File: config.mk
export PLATFORM = sky130hd
export DESIGN_NAME = gray_to_binary_serial
export DESIGN_NICKNAME = d
export VERILOG_FILES = /design/src/rtl/gray_pkg.sv /design/src/rtl/gray_step_check.sv /design/src/rtl/gray_to_binary_serial.sv
export SDC_FILE = /design/constraint.sdc
export NUM_CORES = 1
export LEC_CHECK = 0
export CORE_MARGIN = 5
export CORE_UTILIZATION = 54
export CTS_CLUSTER_SIZE = 24
export DETAILED_ROUTE_END_ITERATION = 16
export PLACE_DENSITY = 0.86
export SLEW_MARGIN = 20
export SYNTH_ARGS = -nofsm -noshare
export SYNTH_HDL_FRONTEND = slang
export SYNTH_SLANG_ARGS = --single-unit
File: constraint.sdc
create_clock -name clk -period 3.74 [get_ports clk]
set_input_delay 0.748 -clock clk [delete_from_list [all_inputs] [get_ports clk]]
set_output_delay 0.748 -clock clk [all_outputs]
set_load 0.02 [all_outputs]
File: src/rtl/gray_pkg.sv
// Shared definitions for the serial Gray-to-binary decoder.
// FSM state encoding and default code width.
package gray_pkg;

    localparam int GRAY_WIDTH = 4;

    typedef enum logic [1:0] {
        ST_IDLE  = 2'd0,
        ST_SHIFT = 2'd1,
        ST_DONE  = 2'd2
    } state_t;

endpackage

File: src/rtl/gray_step_check.sv
// Flags whether two codes differ in exactly one bit position.
// Purely combinational.
module gray_step_check #(
    parameter int WIDTH = 4
) (
    input  logic [WIDTH-1:0] i_cur,
    input  logic [WIDTH-1:0] i_prev,
    output logic             o_single
);

    logic [WIDTH-1:0] w_diff;
    logic [WIDTH-1:0] w_low;

    assign w_diff = i_cur ^ i_prev;
    // Clearing the lowest set bit leaves zero only for a power of two.
    assign w_low  = w_diff & (w_diff - WIDTH'(1));
    assign o_single = (|w_diff) && !(|w_low);

endmodule

File: src/rtl/gray_to_binary_serial.sv
// Serial Gray-to-binary decoder, one bit per cycle MSB first,
// with adjacency check against the previously accepted code.
module gray_to_binary_serial
    import gray_pkg::*;
#(
    parameter int WIDTH = GRAY_WIDTH
) (
    input  logic             clk,
    input  logic             rst,
    input  logic             in_valid,
    output logic             in_ready,
    input  logic [WIDTH-1:0] in_gray,
    output logic             out_valid,
    input  logic             out_ready,
    output logic [WIDTH-1:0] out_bin,
    output logic             out_step_err
);

    localparam int CW = $clog2(WIDTH + 1);

    state_t           r_state;
    state_t           w_next;
    logic [WIDTH-1:0] r_sr;
    logic [WIDTH-1:0] r_acc;
    logic [WIDTH-1:0] r_prev;
    logic [WIDTH-1:0] r_bin;
    logic [CW-1:0]    r_cnt;
    logic             r_xor;
    logic             r_seen;
    logic             r_err_pend;
    logic             r_err;
    logic             w_accept;
    logic             w_shift;
    logic             w_last;
    logic             w_bit;
    logic             w_single;
    logic [WIDTH-1:0] w_acc_nx;

    gray_step_check #(
        .WIDTH (WIDTH)
    ) u_step (
        .i_cur    (in_gray),
        .i_prev   (r_prev),
        .o_single (w_single)
    );

    assign w_accept = (r_state == ST_IDLE) && in_valid;
    assign w_shift  = (r_state == ST_SHIFT);
    assign w_last   = w_shift && (r_cnt == CW'(1));
    // Running XOR of decoded bits so far is b[i+1].
    assign w_bit    = r_xor ^ r_sr[WIDTH-1];
    assign w_acc_nx = (r_acc << 1) | WIDTH'(w_bit);

    assign out_bin      = r_bin;
    assign out_step_err = r_err;

    always_ff @(posedge clk) begin
        if (rst) begin
            r_state <= ST_IDLE;
        end else begin
            r_state <= w_next;
        end
    end

    always_comb begin
        w_next    = r_state;
        in_ready  = 1'b0;
        out_valid = 1'b0;
        unique case (r_state)
            ST_IDLE: begin
                in_ready = 1'b1;
                if (in_valid) w_next = ST_SHIFT;
            end
            ST_SHIFT: begin
                if (r_cnt == CW'(1)) w_next = ST_DONE;
            end
            ST_DONE: begin
                out_valid = 1'b1;
                if (out_ready) w_next = ST_IDLE;
            end
            default: w_next = ST_IDLE;
        endcase
    end

    always_ff @(posedge clk) begin
        if (rst) begin
            r_sr       <= '0;
            r_acc      <= '0;
            r_prev     <= '0;
            r_bin      <= '0;
            r_cnt      <= '0;
            r_xor      <= 1'b0;
            r_seen     <= 1'b0;
            r_err_pend <= 1'b0;
            r_err      <= 1'b0;
        end else if (w_accept) begin
            r_sr       <= in_gray;
            r_acc      <= '0;
            r_xor      <= 1'b0;
            r_cnt      <= CW'(WIDTH);
            r_prev     <= in_gray;
            r_seen     <= 1'b1;
            r_err_pend <= r_seen && !w_single;
        end else if (w_shift) begin
            r_sr  <= r_sr << 1;
            r_acc <= w_acc_nx;
            r_xor <= w_bit;
            r_cnt <= r_cnt - CW'(1);
            // Publish only on completion so out_bin holds the last result.
            if (w_last) begin
                r_bin <= w_acc_nx;
                r_err <= r_err_pend;
            end
        end
    end

endmodule

Word level (Yosys, flattened, before mapping)

Index checks and enable logic that the tools add are counted.

Flip-flop bits (word level): 24
Input bits: 8
Output and inout bits: 7
Logic and storage cells: 47

Add/subtract/negate cells: 2
Equality and inequality tests: 6
Muxes and demuxes: 10
Bitwise gates (word level): 5
Reduce and logical (&&, ||, !) cells: 13

Operator list:

| cell                                                                   | count |
|---|---|
| 4-bit two-way mux                                                      | 2 |
| 4-bit OR reduction                                                     | 2 |
| 2-bit two-way mux                                                      | 3 |
| 3-bit two-way mux                                                      | 2 |
| 2-bit case mux with 3 select lines                                     | 1 |
| 3-bit AND reduction                                                    | 2 |
| 4-bit AND                                                              | 1 |
| 1-bit logical AND                                                      | 4 |
| 2-bit != test (second input constant)                                  | 2 |
| 4-bit by 1-bit OR with 4-bit output                                    | 1 |
| 4-bit by 1-bit subtractor with 4-bit output (second input constant)    | 1 |
| 4-bit bitwise XOR                                                      | 1 |
| 3-bit by 1-bit equality test with 1-bit output (second input constant) | 1 |
| 3-bit by 1-bit subtractor with 3-bit output (second input constant)    | 1 |
| 2-bit by 1-bit equality test with 1-bit output (second input constant) | 1 |
| 2-bit equality test (second input constant)                            | 1 |
| 1-bit zero test                                                        | 2 |
| 2-bit zero test                                                        | 1 |
| 1-bit two-way mux                                                      | 2 |
| 2-bit by 1-bit != test with 1-bit output (second input constant)       | 1 |
| 2-bit nonzero test                                                     | 1 |
| 2-bit OR reduction                                                     | 1 |
| 1-bit inverter                                                         | 1 |
| 1-bit bitwise XOR                                                      | 1 |

Longest topological paths before layout

Gate-level depths: netlist of the first run.

Depth after elaboration: 8
Depth in mapped cells: 7
Gate-level depth less buffers: 6

By module

Synthesis of the first run repeated with hierarchy kept, for this count alone.

Cells, all modules: 111
Area, all modules: 1042.2 µm²

By module, submodules not included:

| module                | times used | cells an instance | area each (µm²) | sequential area each (µm²) |
|---|---|---|---|---|
| gray_to_binary_serial | 1          | 102               | 969.7           | 460.4 |
| gray_step_check       | 1          | 9                 | 72.6            | 0.0 |

Worst setup path after synthesis of the first run

No wires, ideal clock.

Path type: input -> register
Start point: input in_valid
End point: register r_err_pend
Library setup time: 0.138 ns
Data arrival time: 1.453 ns
Data required time: 3.602 ns
Slack: 2.148 ns
Stages on the path: 4
Buffers on the path: 0
Path through: nor3b_2 o21ai_0 a21oi_1 a221oi_1

Word-level cells in the longest chain between the ends: 1

Ends and longest elaborated chain:

| element              | RTL line                     | RTL |
|---|---|---|
| from (decl)          | gray_to_binary_serial.sv:10  | `input logic in_valid,` |
| 1-bit logical AND    | gray_to_binary_serial.sv:47  | `assign w_accept = (r_state == ST_IDLE) && in_valid;` |
| to (signal assigned) | gray_to_binary_serial.sv:103 | `r_err_pend <= r_seen && !w_single;` |
| to (decl)            | gray_to_binary_serial.sv:30  | `logic r_err_pend;` |

No other way between the ends.
A chain may end at the register's enable or synchronous reset.

Final worst setup path of the first run

Start point: register r_state[1]
End point: output out_valid

Word-level cells in the longest chain between the ends: 2

Ends and longest elaborated chain:

| element                | RTL line                    | RTL |
|---|---|---|
| from (decl)            | gray_to_binary_serial.sv:21 | `state_t r_state;` |
| from (signal assigned) | gray_to_binary_serial.sv:61 | `r_state <= w_next;` |
| 2-bit equality test    | gray_to_binary_serial.sv:69 | `unique case (r_state)` |
| 1-bit two-way mux      | gray_to_binary_serial.sv:69 |  |
| to (decl)              | gray_to_binary_serial.sv:13 | `output logic out_valid,` |

No other way between the ends.

==> results of run 1 <==
## worst max path at each step
stage / from / to / slack (ns) / cells after the start
floorplan: in_valid / r_err_pend / 2.15 / 4
global placement: in_valid / r_err_pend / 1.51 / 5
CTS: r_state[1] / out_valid / 1.48 / 2
global route: r_state[1] / out_valid / 1.42 / 2
detailed placement: in_valid / r_err_pend / 1.45 / 5
finish: r_state[1] / out_valid / 1.51 / 2
## routing by layer
metal / GRT usage / vias up / share of wire / wire length (µm)
met5: 0 / - / 0 / 0
met4: 0.0786 / 0 / 0.0069 / 12
met3: 0.0344 / 2 / 0.059 / 102
met2: 0.230 / 12 / 0.48 / 829
met1: 0.168 / 322 / 0.45 / 786
li1: - / 379 / - / -
## per-stage QoR
step	power (mW)	util
after CTS	0.445	0.657
final	0.440	0.657
after floorplan	0.319	-
after global placement	0.336	0.642
after detailed placement	0.339	0.642
after global routing	0.464	0.657
## power groups by stage
stage	Sequential [mW]	Clock, mW	Combinational (mW)
6_report	0.266	0.106	0.0678
5_1_grt	0.267	0.121	0.0754
4_1_cts	0.266	0.111	0.0682
3_5_place_dp	0.272	0	0.0676
3_3_place_gp	0.271	0	0.0652
2_1_floorplan	0.270	0	0.0493
## kinds of logic (layout without fill, tap and decap cells)
logic type,after synthesis,in the layout,synth area share
muxes,6,6,0.0632
DFF,23,23,0.484
adders and majority gates,2,2,0.0263
AOI/OAI and AO/OA,16,16,0.0974
buffers and inverters,7,21,0.0395
xor gates and xnor gates,9,9,0.0829
and+or+nand+nor,44,44,0.207
## cell usage after synthesis, drive strengths merged
cell type,n
dfxtp,23
nand2,21
nor2,17
a21oi,9
mux2i,6
xnor2,5
xor2,4
a31oi,3
inv,3
a211oi,2
buf,2
clkbuf,2
ha,2
nor2b,2
a221oi,1
and2b,1
nand2b,1
nor3b,1
o21ai,1
or2,1
## critical path, cell delays in order (launching register included)
cell,delay [ns]
sky130_fd_sc_hd__dfxtp_1,0.39
sky130_fd_sc_hd__nor2b_1,0.18
sky130_fd_sc_hd__clkdlybuf4s50_1,0.63
## state kept, by name (all words and copies together), names as in the netlist
name,cells
r_prev,4
r_state,2
r_seen,1
r_cnt,3
r_err_pend,1
out_bin,4
r_sr,4
out_step_err,1
r_acc,3
## layout make-up
type | instances | area (µm²) | share of cell area
inverter | 3 | 11.3 | 0.0100
multi-input combinational | 77 | 453 | 0.404
tap | 25 | 31.3 | 0.0279
sequential | 23 | 460 | 0.410
timing repair buffer | 14 | 140 | 0.125
clock buffer | 4 | 26.3 | 0.0234
## placed cells by master (no fill, tap or decap)
master / count
sky130_fd_sc_hd__xor2_1: 4
sky130_fd_sc_hd__clkdlybuf4s50_1: 14
sky130_fd_sc_hd__nor2_1: 17
sky130_fd_sc_hd__a211oi_1: 2
sky130_fd_sc_hd__nand2_1: 21
sky130_fd_sc_hd__dfxtp_1: 23
sky130_fd_sc_hd__nor3b_2: 1
sky130_fd_sc_hd__inv_1: 3
sky130_fd_sc_hd__and2b_2: 1
sky130_fd_sc_hd__clkbuf_4: 3
sky130_fd_sc_hd__ha_1: 2
sky130_fd_sc_hd__nor2b_1: 1
sky130_fd_sc_hd__nand2b_1: 1
sky130_fd_sc_hd__o21ai_0: 1
sky130_fd_sc_hd__nor2b_4: 1
sky130_fd_sc_hd__xnor2_1: 5
sky130_fd_sc_hd__a221oi_1: 1
sky130_fd_sc_hd__a21oi_1: 9
sky130_fd_sc_hd__clkbuf_1: 1
sky130_fd_sc_hd__mux2i_1: 6
sky130_fd_sc_hd__a31oi_1: 3
sky130_fd_sc_hd__or2_1: 1
==> results.ini, run 1 <==
[placement]
placedInstanceArea_um2 = 1100
gp_congestion = 0.782
place.detailed.hpwl_um = 1300
post-place-ws_ns = 1.45
place.port_buffers = 14
placedCellCount = 142

[hold_path]
timing.hold.worst_path_depth = 2
timing.hold.worst.start = r_sr[0]
hold_class = register to register
hold_path_end = r_sr[0]

[timing]
postLayoutSetupSlackWorst_ns = 1.51
worstMarginPinSlew_ns = 0.651
worst_clock_skew_ns = 0.00243
slew_violations = 0
final.setup.tns_ns = 0
final_hold_viol_count = 0
grt_setup_unrepaired = no
final-setup-viol-count = 0
layout_min_cycle_time_ns = 2.23
fin_worst_hold_slack_ns = 0.470
final.period_utilization = 0.596
max_freq_ghz = 0.448
slew-limit-headroom = 0.565

[critical_path]
reg2regPathDepth = 4
rrSetupSlack_ns = 2.27
critPathLaunchType = register
crit_path_max_fanout = 4
critical_path.reg2reg.endpoint = out_bin[2]
timing.rr.start = r_state[1]
required_ns = 2.99
cp-end-kind = primary output
criticalPathCategory = register to primary output
worstPathArrival_ns = 1.48

[routing]
route.antenna.remaining_nets = 0
drt_wl_total_um = 1730
avgRoutedWirePerCell_um = 11.8
remaining_drc_errors = 0
drt_pre_antenna_iters = 4
vias_per_cell = 4.90
drt_iter0_markers = 12
routed-via-count = 715

[logic_synthesis]
synth-seq-area-share = 0.484
syn-num-nets = 117
synth_cells = 107
synth-warning-count = 0
per_instance_average_area_after_synthesis_um2 = 8.89
synth_largest_area_cell = sky130_fd_sc_hd__dfxtp_1
synth_cell_type_count = 22
postSynthRegisterBits = 23
synth_largest_type_area_fraction = 0.484
yosys-top-cells-area = sky130_fd_sc_hd__dfxtp_1 48%, sky130_fd_sc_hd__nand2_1 8.3%, sky130_fd_sc_hd__nor2_1 6.7%
netlist_area_before_placement_um2 = 951

[global_routing]
first_global_vias = 663
grt_start_max_net_pins = 20
grt_remaining_overflow = 0
grt_use_total = 0.141
grt_antenna_before_repair = 0
first_pass_grt_wire_length_um = 2770

[power]
p_leak_nw = 0.405
pwr-share-comb = 0.154
power_switching_mw = 0.110
max-vdd-ir-drop_uv = 245
share_seq_of_total_power = 0.605
powerDensity_nw_per_um2 = 392
intPower_mw = 0.330
power_frac_clock = 0.241
swShare = 0.249

[clock_network]
insertion_delay_ns = 0.29
htreeDepth = 1
post_cts.resized_instances = 0
cts_buffers = 3
cts_num_sinks = 23
cts_hold_repair.buffers = 0
tritoncts = done
clkSlewWorstSetupHoldPaths_ns = 0.11
postcts_setup_bufs = 0
cts.path.max_buffers = 2
cts.root.buffer_cell = sky130_fd_sc_hd__clkbuf_4

[floorplan]
ioPinCount = 15
floorplan.core_area_um2 = 1710
die_y_um = 52.0
die_x_um = 52.0
die_area_um2 = 2700
core_rows = 15
start_util = 0.557

[layout]
fin_cells = 146
layout-drive-gt1-share = 0.0496
area_growth_pct = 18.0
finalInstanceArea_um2 = 1120
post_layout_net_count = 132
insertedDiodeCount = 0
num-fill-cells = 147

[run_status]
status = finished, final reports clean

[run]
cap_violations = 0

Note: power is estimated with default switching activity, not from simulation.
==> run 2, diff against run 1 <==
- CORE_UTILIZATION: 54 -> 46
- PLACE_DENSITY: 0.86 -> 0.79
- clock period: 3.74 -> 2.05 ns (I/O delays scaled with it)
==> run 2 against run 1 <==
  * Clock skew up 0.013 ns
  * Cell area up 1.7%
  * Largest cell class unchanged
  * Register-to-register slack worse by 1.7 ns
  * First-iteration DRC count unchanged
  * Setup slack worse by 1.4 ns
  * Global-route usage down 1.4 points
  * Sequential share of layout area down 0.67 points
==> results.ini, run 2 (synthesis results as in run 1) <==
[critical_path]
required_ns = 1.64  ; was 2.99 ns
rrSetupSlack_ns = 0.58  ; was 2.27 ns
criticalPathCategory = register to primary output  ; unchanged
reg2regPathDepth = 4  ; unchanged
critical_path.reg2reg.endpoint = out_bin[1]  ; was out_bin[2]
crit_path_max_fanout = 4  ; unchanged
critPathCapture = out_valid  ; unchanged
worstPathArrival_ns = 1.52  ; was 1.48 ns
critPathLaunchType = register  ; unchanged
cp-end-kind = primary output  ; unchanged
worst_setup_path_startpoint = r_state[1]  ; unchanged
timing.rr.start = r_state[1]  ; unchanged

[clock_network]
tritoncts = done  ; unchanged
post_cts.resized_instances = 0  ; unchanged
insertion_delay_ns = 0.32  ; was 0.29 ns
cts_num_sinks = 23  ; unchanged
cts_buffers = 3  ; unchanged
htreeDepth = 1  ; unchanged
cts_hold_repair.buffers = 0  ; unchanged
postcts_setup_bufs = 0  ; unchanged
cts.root.buffer_cell = sky130_fd_sc_hd__clkbuf_4  ; unchanged
cts.path.max_buffers = 2  ; unchanged
clkSlewWorstSetupHoldPaths_ns = 0.13  ; was 0.11 ns

[hold_path]
hold_class = register to register  ; unchanged

[timing]
grt_setup_unrepaired = no  ; unchanged
final_hold_viol_count = 0  ; unchanged
max_freq_ghz = 0.519
final.setup.tns_ns = 0  ; unchanged
final.period_utilization = 0.941
layout_min_cycle_time_ns = 1.93
worst_clock_skew_ns = 0.0157  ; was 0.00243 ns
final-setup-viol-count = 0  ; unchanged
worstMarginPinSlew_ns = 0.319  ; was 0.651 ns
slew_violations = 0  ; unchanged
slew-limit-headroom = 0.786  ; was 0.565

[floorplan]
start_util = 0.485  ; was 0.557
core_rows = 16  ; was 15
die_y_um = 55.5  ; was 52.0 µm
floorplan.core_area_um2 = 1960  ; was 1710 µm²
ioPinCount = 15  ; unchanged
die_area_um2 = 3080  ; was 2700 µm²
die_x_um = 55.5  ; was 52.0 µm

[routing]
remaining_drc_errors = 0  ; unchanged
avgRoutedWirePerCell_um = 11.8  ; about the same
drt_pre_antenna_iters = 4  ; unchanged
drt_wl_total_um = 1770  ; was 1730 µm
vias_per_cell = 4.94  ; was 4.90
drt_iter0_markers = 12  ; unchanged
routed-via-count = 741  ; was 715
route.antenna.remaining_nets = 0  ; unchanged

[global_routing]
first_global_vias = 737  ; was 663
grt_use_total = 0.127  ; was 0.141
grt_antenna_before_repair = 0  ; unchanged
first_pass_grt_wire_length_um = 3150  ; was 2770 µm
grt_remaining_overflow = 0  ; unchanged
grt_start_max_net_pins = 19  ; was 20

[run]
cap_violations = 0  ; unchanged

[power]
p_leak_nw = 0.418  ; was 0.405 nW
max-vdd-ir-drop_uv = 560  ; was 245 µV
powerDensity_nw_per_um2 = 719  ; was 392 nW/µm²

[layout]
most-common-layout-cells = 23 x sky130_fd_sc_hd__dfxtp_1, 21 x sky130_fd_sc_hd__nand2_1, 17 x sky130_fd_sc_hd__nor2_1  ; unchanged
final_common_cell = sky130_fd_sc_hd__dfxtp_1  ; unchanged
post_layout_net_count = 134  ; was 132
utilization = 0.582  ; was 0.657
insertedDiodeCount = 0  ; unchanged
area_growth_pct = 20.0  ; was 18.0%
layout-drive-gt1-share = 0.0732  ; was 0.0496

[placement]
place.detailed.hpwl_um = 1300  ; about the same
place.port_buffers = 14  ; unchanged
gp_congestion = 0.734  ; was 0.782

[run_status]
status = finished, final reports clean  ; unchanged

-- run 2: metrics by stage --
stage                     cells  hold WS, ns  total power [mW]  area [µm²]  worst slack, ns
after floorplan             107        0.437             0.583         951            0.796
after global placement      146        0.446             0.618        1110            0.294
after global routing        150        0.497             0.871        1140           0.0448
after detailed placement    146        0.461             0.623        1110            0.266
after CTS                   150        0.479             0.825        1140            0.119
final                       150        0.472             0.820        1140            0.122
-- run 2: layout make-up --
type                       instances  area (µm²)
clock buffer                       3        22.5
clock inverter                     1        5.00
fill                             189         821
inverter                           3        11.3
multi-input combinational         77         453
sequential                        23         460
tap                               27        33.8
timing repair buffer              16         155
-- run 2: critical path, cell delays in order, from the launching register on --
cell and delay [ns]:
sky130_fd_sc_hd__dfxtp_1 0.40, sky130_fd_sc_hd__nor2b_1 0.18, sky130_fd_sc_hd__clkdlybuf4s50_1 0.62
-- run 2: how the worst min path moves through the flow --
| stage | startpoint | to | slack, ns | cells after the start |
|---|---|---|---|---|
| floorplan | r_sr[0] | r_sr[0] | 0.44 | 2 |
| global placement | r_sr[0] | r_sr[0] | 0.45 | 2 |
| detailed placement | r_prev[3] | r_prev[3] | 0.46 | 2 |
| CTS | r_prev[3] | r_prev[3] | 0.48 | 2 |
| global route | r_prev[3] | r_prev[3] | 0.50 | 2 |
| finish | r_sr[0] | r_sr[0] | 0.47 | 2 |
-- run 2: routing by layer --
layer	vias up	track usage	part of all wire
li1	380	-	-
met1	342	0.154	0.48
met2	17	0.198	0.45
met3	2	0.0606	0.061
met4	0	0.0417	0.0085
met5	-	0	0
-- run 2: power by group --
part	total [mW]	internal (mW)	switching, mW
Clock	0.208	0.0730	0.135
Combinational	0.126	0.0599	0.0665
Sequential	0.486	0.470	0.0157
Total	0.820	0.603	0.217
